<file path="src/rtl/hall_cond.sv">
// Hall-sensor conditioning: 2-flop sync, persistence filter, adjacency/period/stall tracking.
// Optional HALL_DIR_EN builds the rotation-direction register; otherwise dir is fixed forward.
module hall_cond #(
  parameter int FILT_CYC = 4,
  parameter int PER_W    = 16
) (
  input  logic             clk,
  input  logic             rst,
  input  logic             hallGrn_raw,
  input  logic             hallYlw_raw,
  input  logic             hallBlu_raw,
  output logic             hallGrn,
  output logic             hallYlw,
  output logic             hallBlu,
  output logic             hall_vld,
  output logic [PER_W-1:0] period,
  output logic             per_vld,
  output logic             stall,
  output logic             err_trans,
  output logic             dir
);

  localparam logic [3:0]       CNT_LAST = 4'(FILT_CYC - 1);
  localparam logic [PER_W-1:0] PER_MAX  = '1;

  logic [2:0]       raw;
  logic [2:0]       s1_reg, s2_reg, cand_reg, hall_reg;
  logic [3:0]       cnt_reg;
  logic             seen_reg, hall_vld_reg, per_vld_reg, stall_reg, err_reg;
  logic [PER_W-1:0] per_cnt_reg, period_reg;

  logic             accept, old_ok, new_ok, vv_trans;
  logic             fwd_step, rev_step, per_sat;
  logic [2:0]       idx_old, idx_new;
  logic [PER_W-1:0] per_inc;

  // Position of a code in the forward cycle; 7 marks the two invalid codes.
  function automatic logic [2:0] fwd_idx(input logic [2:0] code);
    case (code)
      3'b101:  fwd_idx = 3'd0;
      3'b100:  fwd_idx = 3'd1;
      3'b110:  fwd_idx = 3'd2;
      3'b010:  fwd_idx = 3'd3;
      3'b011:  fwd_idx = 3'd4;
      3'b001:  fwd_idx = 3'd5;
      default: fwd_idx = 3'd7;
    endcase
  endfunction

  function automatic logic [2:0] idx_next(input logic [2:0] idx);
    idx_next = (idx == 3'd5) ? 3'd0 : 3'(idx + 3'd1);
  endfunction

  assign raw = {hallGrn_raw, hallYlw_raw, hallBlu_raw};

  always_comb begin
    accept   = (s2_reg == cand_reg) && (cnt_reg == CNT_LAST) && (cand_reg != hall_reg);
    idx_old  = fwd_idx(hall_reg);
    idx_new  = fwd_idx(cand_reg);
    old_ok   = (idx_old != 3'd7);
    new_ok   = (idx_new != 3'd7);
    vv_trans = accept && old_ok && new_ok;
    fwd_step = (idx_new == idx_next(idx_old));
    rev_step = (idx_old == idx_next(idx_new));
    per_sat  = (per_cnt_reg == PER_MAX);
    per_inc  = per_sat ? PER_MAX : per_cnt_reg + PER_W'(1);
  end

  always_ff @(posedge clk) begin
    if (rst) begin
      s1_reg       <= 3'b000;
      s2_reg       <= 3'b000;
      cand_reg     <= 3'b000;
      hall_reg     <= 3'b000;
      cnt_reg      <= 4'd0;
      hall_vld_reg <= 1'b0;
      period_reg   <= PER_MAX;
      per_vld_reg  <= 1'b0;
      stall_reg    <= 1'b1;
      err_reg      <= 1'b0;
      seen_reg     <= 1'b0;
      per_cnt_reg  <= '0;
    end else begin
      s1_reg      <= raw;
      s2_reg      <= s1_reg;
      per_vld_reg <= 1'b0;
      err_reg     <= 1'b0;
      per_cnt_reg <= per_inc;

      if (s2_reg != cand_reg) begin
        cand_reg <= s2_reg;
        cnt_reg  <= 4'd0;
      end else if (cnt_reg != CNT_LAST) begin
        cnt_reg <= cnt_reg + 4'd1;
      end else if (cand_reg != hall_reg) begin
        hall_reg     <= cand_reg;
        hall_vld_reg <= new_ok;
      end

      // A valid-to-valid step outranks counter saturation; saturated per_inc yields all-ones.
      if (vv_trans) begin
        per_cnt_reg <= '0;
        stall_reg   <= 1'b0;
        err_reg     <= !(fwd_step || rev_step);
        if (seen_reg) begin
          period_reg  <= per_inc;
          per_vld_reg <= 1'b1;
        end else begin
          seen_reg <= 1'b1;
        end
      end else begin
        if (accept) begin
          seen_reg    <= 1'b0;
          per_cnt_reg <= '0;
        end
        if (per_sat) begin
          stall_reg  <= 1'b1;
          period_reg <= PER_MAX;
        end
      end
    end
  end

`ifdef HALL_DIR_EN
  logic dir_reg;

  always_ff @(posedge clk) begin
    if (rst) begin
      dir_reg <= 1'b1;
    end else if (vv_trans && fwd_step) begin
      dir_reg <= 1'b1;
    end else if (vv_trans && rev_step) begin
      dir_reg <= 1'b0;
    end
  end

  assign dir = dir_reg;
`else
  assign dir = 1'b1;
`endif

  assign {hallGrn, hallYlw, hallBlu} = hall_reg;
  assign hall_vld  = hall_vld_reg;
  assign period    = period_reg;
  assign per_vld   = per_vld_reg;
  assign stall     = stall_reg;
  assign err_trans = err_reg;

endmodule

</file>
<file path="config.mk">
export PLATFORM = sky130hd
export DESIGN_NAME = hall_cond
export DESIGN_NICKNAME = d
export VERILOG_FILES = /design/src/rtl/hall_cond.sv
export SDC_FILE = /design/constraint.sdc
export NUM_CORES = 1
export LEC_CHECK = 0
export ABC_CLOCK_PERIOD_IN_PS = 2800
export CORE_UTILIZATION = 35
export DETAILED_ROUTE_END_ITERATION = 8
export PLACE_DENSITY = 0.52
export RECOVER_POWER = 25
export SYNTH_ARGS = -nofsm -noshare
export SYNTH_HDL_FRONTEND = slang
export SYNTH_SLANG_ARGS = --single-unit
export TNS_END_PERCENT = 20
</file>
<file path="constraint.sdc">
create_clock -name clk -period 2.8 [get_ports clk]
set_input_delay 0.56 -clock clk [delete_from_list [all_inputs] [get_ports clk]]
set_output_delay 0.56 -clock clk [all_outputs]
set_load 0.02 [all_outputs]
</file>
==> results by group <==
Route
  – Top Metal Used: met4
  – Antenna viol nets, final: 0
  – Wire per inst: between 10 and 15 um
  – Pre-antenna DRT Iters: 4
  – Met3 WL post-DR: 132 um
  – Vias per cell: around 5.2
  – Post-route DRC: 0
  – Initial DRC Count: 107
  – Total vias in the final route: 1,945
  – Routed wl met2: 1.99 mm
  – Wl on met1: a little under 3 mm
  – Final WL: 5.06 mm

Worst hold path
  – Hold depth: 1
  – Hold Path Class: reg -> reg
  – Hold Path End: s2_reg[2]$_SDFF_PP0_
  – Beginning of the worst hold path: s1_reg[2]$_SDFF_PP0_

Power
  – Sequential share of power: around 56%
  – PwrDens: 488 nW/um^2
  – Worst vdd ir: 0.000243 V
  – Combinational fraction of design power: 5.2%
  – Sw Share: 21.9%
  – Internal power: between 1 and 1.5 mW
  – Leak pwr: between 1 and 1.5 nW
  – Switching power: approximately 0.30 mW
  – Clock Power Share: 38.9%

Floorplan
  – Core area: 6760 sq um
  – Die ar.: between 7000 and 8000 sq um
  – Row count: 30
  – Chip Height: 85.6 um
  – Die Wd: 85.6 um
  – Initial core utilization: about 36%
  – I/O pins: 29

CTS
  – Clock-pin slew on the worst setup and hold paths: about 0.10 ns
  – CTS Buf Count: 5
  – Hold buffers post-CTS: 0
  – Post-CTS Resized: 0
  – TritonCTS clock tree: built
  – Clock latency on the worst-skew pair: 0.31 ns
  – H-tree levels: 2
  – Clock Path Buffers: 2
  – Root Driver: clkbuf_8
  – Clk sink count: 53
  – Post-CTS Setup Bufs: 0

Flow run
  – Max-cap viol count: 0

Critical path
  – Worst Setup End Kind: register
  – Worst EP required: 2.98 ns
  – Reg2reg path depth: 7
  – Reg2reg start: cand_reg[2]$_SDFFE_PP0P_
  – Reg2Reg Capture Point: period[0]$_SDFFE_PP1P_
  – Crit Path Category: reg -> reg
  – Max Fanout on Critical Path: 12
  – Flop-to-flop setup slack: 0.53 ns
  – Startpoint types: register
  – Worst Path Arrival: 2.45 ns

STA
  – Final setup violation count: 0
  – Final setup TNS: 0 ns
  – Final hold vios: 0
  – Max_slew headroom: 17.7%
  – Unrepaired setup endpoints after global routing: no
  – Final Cycle Share: between 80% and 90%
  – Worst Tran Pin Value: ~1.2 ns
  – Max Slew Vio Count: 0
  – Fmax: 0.440 GHz
  – Final hold slack: 0.445 ns
  – Period minus WS final: about 2.3 ns
  – Skew final: 0.00774 ns

Run status
  – Outcome: finished, final reports clean

Global routing
  – Vias in the first global route: 1,706
  – First-pass GRT wire length: 8.55 mm
  – GRT Residual Overflow: 0
  – Antenna violations before repair: 0
  – GRT Total Usage: 14.9%
  – Pin count of the biggest net entering global routing: 30

Synthesis
  – Avg Cell Area, Syn: 8.83 sq um
  – Syn_nets: approximately 290
  – Seq/Total Area, Yosys: a little over two fifths
  – Synth Instances: 277
  – Netlist Area Pre-Place: 2440 sq um
  – Simple-Gate Fraction of Synth Area: 28.4%
  – Synth cell types: 46
  – XOR/XNOR share of the synthesized area: 6.81%
  – Largest family of logic cells by synthesized area: simple AND/OR/NAND/NOR gates
  – Adder-cell share of the synthesized area: between 1.5 and 2%
  – Flops & latches, synth: 53
  – Yosys warnings: 0
  – Area fraction in compound gates after synthesis: 9.37%
  – Mux share of post-synthesis cell area: between 4 and 5%

Placement
  – Port Buffers: 27
  – RD Place Congestion: 0.800
  – Post-DP HPWL: 3.37 mm

Cells and area
  – Area grow syn2layout: 16.5%
  – Share of layout cells above drive strength 1: 10.4%
  – Diodes inserted: 0
  – Nets: 304
==> synthesized netlist by cell type (all sizes together) <==
library cell  instances  area share, %
dfxtp                53             43
nor2                 53            8.8
buf                  13            3.8
nand3                12            2.7
nor3                 12            2.5
nor2b                11            2.8
xnor2                11            3.9
a31oi                10            2.6
nor4                 10            2.6
nand2                 9            1.5
a21oi                 8            1.6
clkbuf                8            1.2
mux2i                 8            3.3
xor2                  8            2.9
a32oi                 6            2.1
inv                   5           0.77
nand4                 5            1.8
nor3b                 5            1.7
nand2b                4            1.0
and3                  3           0.77
ha                    3            1.5
o21ai                 3           0.61
mux2                  2           0.92
nor4b                 2           0.97
or2                   2           0.51
a2111oi               1           0.36
a211oi                1           0.31
a221oi                1           0.36
a31o                  1           0.36
conb                  1           0.15
maj3                  1           0.41
o211ai                1           0.31
o311a                 1           0.41
o31ai                 1           0.31
or3b                  1           0.36
or4                   1           0.46
==> metrics by stage <==
step	total power [mW]	util, %	instance area [sq um]	worst slack [ns]	cells
3_5_place_dp	0.867	40.4	2730	0.564	369
6_report	1.39	42.2	2850	0.528	377
5_1_grt	1.45	42.2	2850	0.302	377
2_1_floorplan	0.849	-	2440	0.830	277
3_3_place_gp	0.866	40.4	2730	0.576	369
4_1_cts	1.41	42.2	2850	0.522	377
==> cells by family (layout without fill, tap and decap cells) <==
logic type	Yosys count	after routing
and+or+nand+nor	130	130
DFF	53	53
AOI/OAI and AO/OA	34	34
buffers and inverters	26	46
xor gates and xnor gates	19	19
muxes	10	10
adders and majority gates	4	4
other	1	1
==> power groups by stage <==
stage / clock network, mW / logic [mW] / registers (mW)
finish: 0.541 / 0.0725 / 0.776
global route: 0.592 / 0.0816 / 0.779
CTS: 0.560 / 0.0733 / 0.777
detailed placement: 0 / 0.0728 / 0.794
global placement: 0 / 0.0727 / 0.794
floorplan: 0 / 0.0592 / 0.789
==> final cells by class <==
class | instances | area, sq um
clock inverter | 2 | 37.5
timing repair buffer | 33 | 307
clock buffer | 6 | 82.6
fill | 681 | 3910
inverter | 5 | 18.8
tap | 80 | 100
multi-input combinational | 198 | 1240
sequential | 53 | 1060
==> layer usage <==
metal / track usage [%] / vias up
met5: 0 / -
met4: 6.36 / 0
met1: 22.3 / 905
li1: - / 1004
met2: 20.7 / 31
met3: 2.98 / 5
==> how the worst max path moves through the flow <==
stage | from | cells past startpoint | slack, ns | end
after floorplan | cand_reg[2]$_SDFFE_PP0P_ | 8 | 0.83 | period[3]$_SDFFE_PP1P_
after global placement | cand_reg[2]$_SDFFE_PP0P_ | 7 | 0.58 | period[13]$_SDFFE_PP1P_
after detailed placement | cand_reg[2]$_SDFFE_PP0P_ | 7 | 0.56 | period[0]$_SDFFE_PP1P_
after CTS | cand_reg[2]$_SDFFE_PP0P_ | 7 | 0.52 | period[0]$_SDFFE_PP1P_
after global routing | cand_reg[2]$_SDFFE_PP0P_ | 7 | 0.30 | period[0]$_SDFFE_PP1P_
final | cand_reg[2]$_SDFFE_PP0P_ | 7 | 0.53 | period[0]$_SDFFE_PP1P_
==> critical path, cell delays in order (launching register included) <==
cell     delay (ns)
dfxtp_1        0.58
o21ai_0        0.15
ha_1           0.27
nor4b_2        0.32
nand4_2        0.26
buf_4          0.28
nor2_2         0.20
a32oi_1        0.09
==> cells in the final DEF, fill, tap and decap left out, types with 3 or more instances in the layout <==
cell / Yosys / routed
clkdlybuf4s50_1: 0 / 20
xor2_1: 8 / 8
inv_1: 5 / 5
clkbuf_8: 0 / 6
nand3_1: 11 / 11
nor2_2: 3 / 3
and3_1: 3 / 3
mux2i_1: 8 / 8
dfxtp_1: 53 / 53
nand2_1: 8 / 8
buf_4: 2 / 5
a32oi_1: 6 / 6
nor3_1: 12 / 12
nor2b_1: 11 / 11
nor2_1: 49 / 49
dlygate4sd3_1: 0 / 6
ha_1: 3 / 3
o21ai_0: 3 / 3
nor4_1: 10 / 10
xnor2_1: 11 / 11
a31oi_1: 10 / 10
a21oi_1: 8 / 8
nor3b_1: 4 / 4
nand2b_1: 4 / 4
nand4_1: 3 / 3
Note: power is estimated with default switching activity, not from simulation.
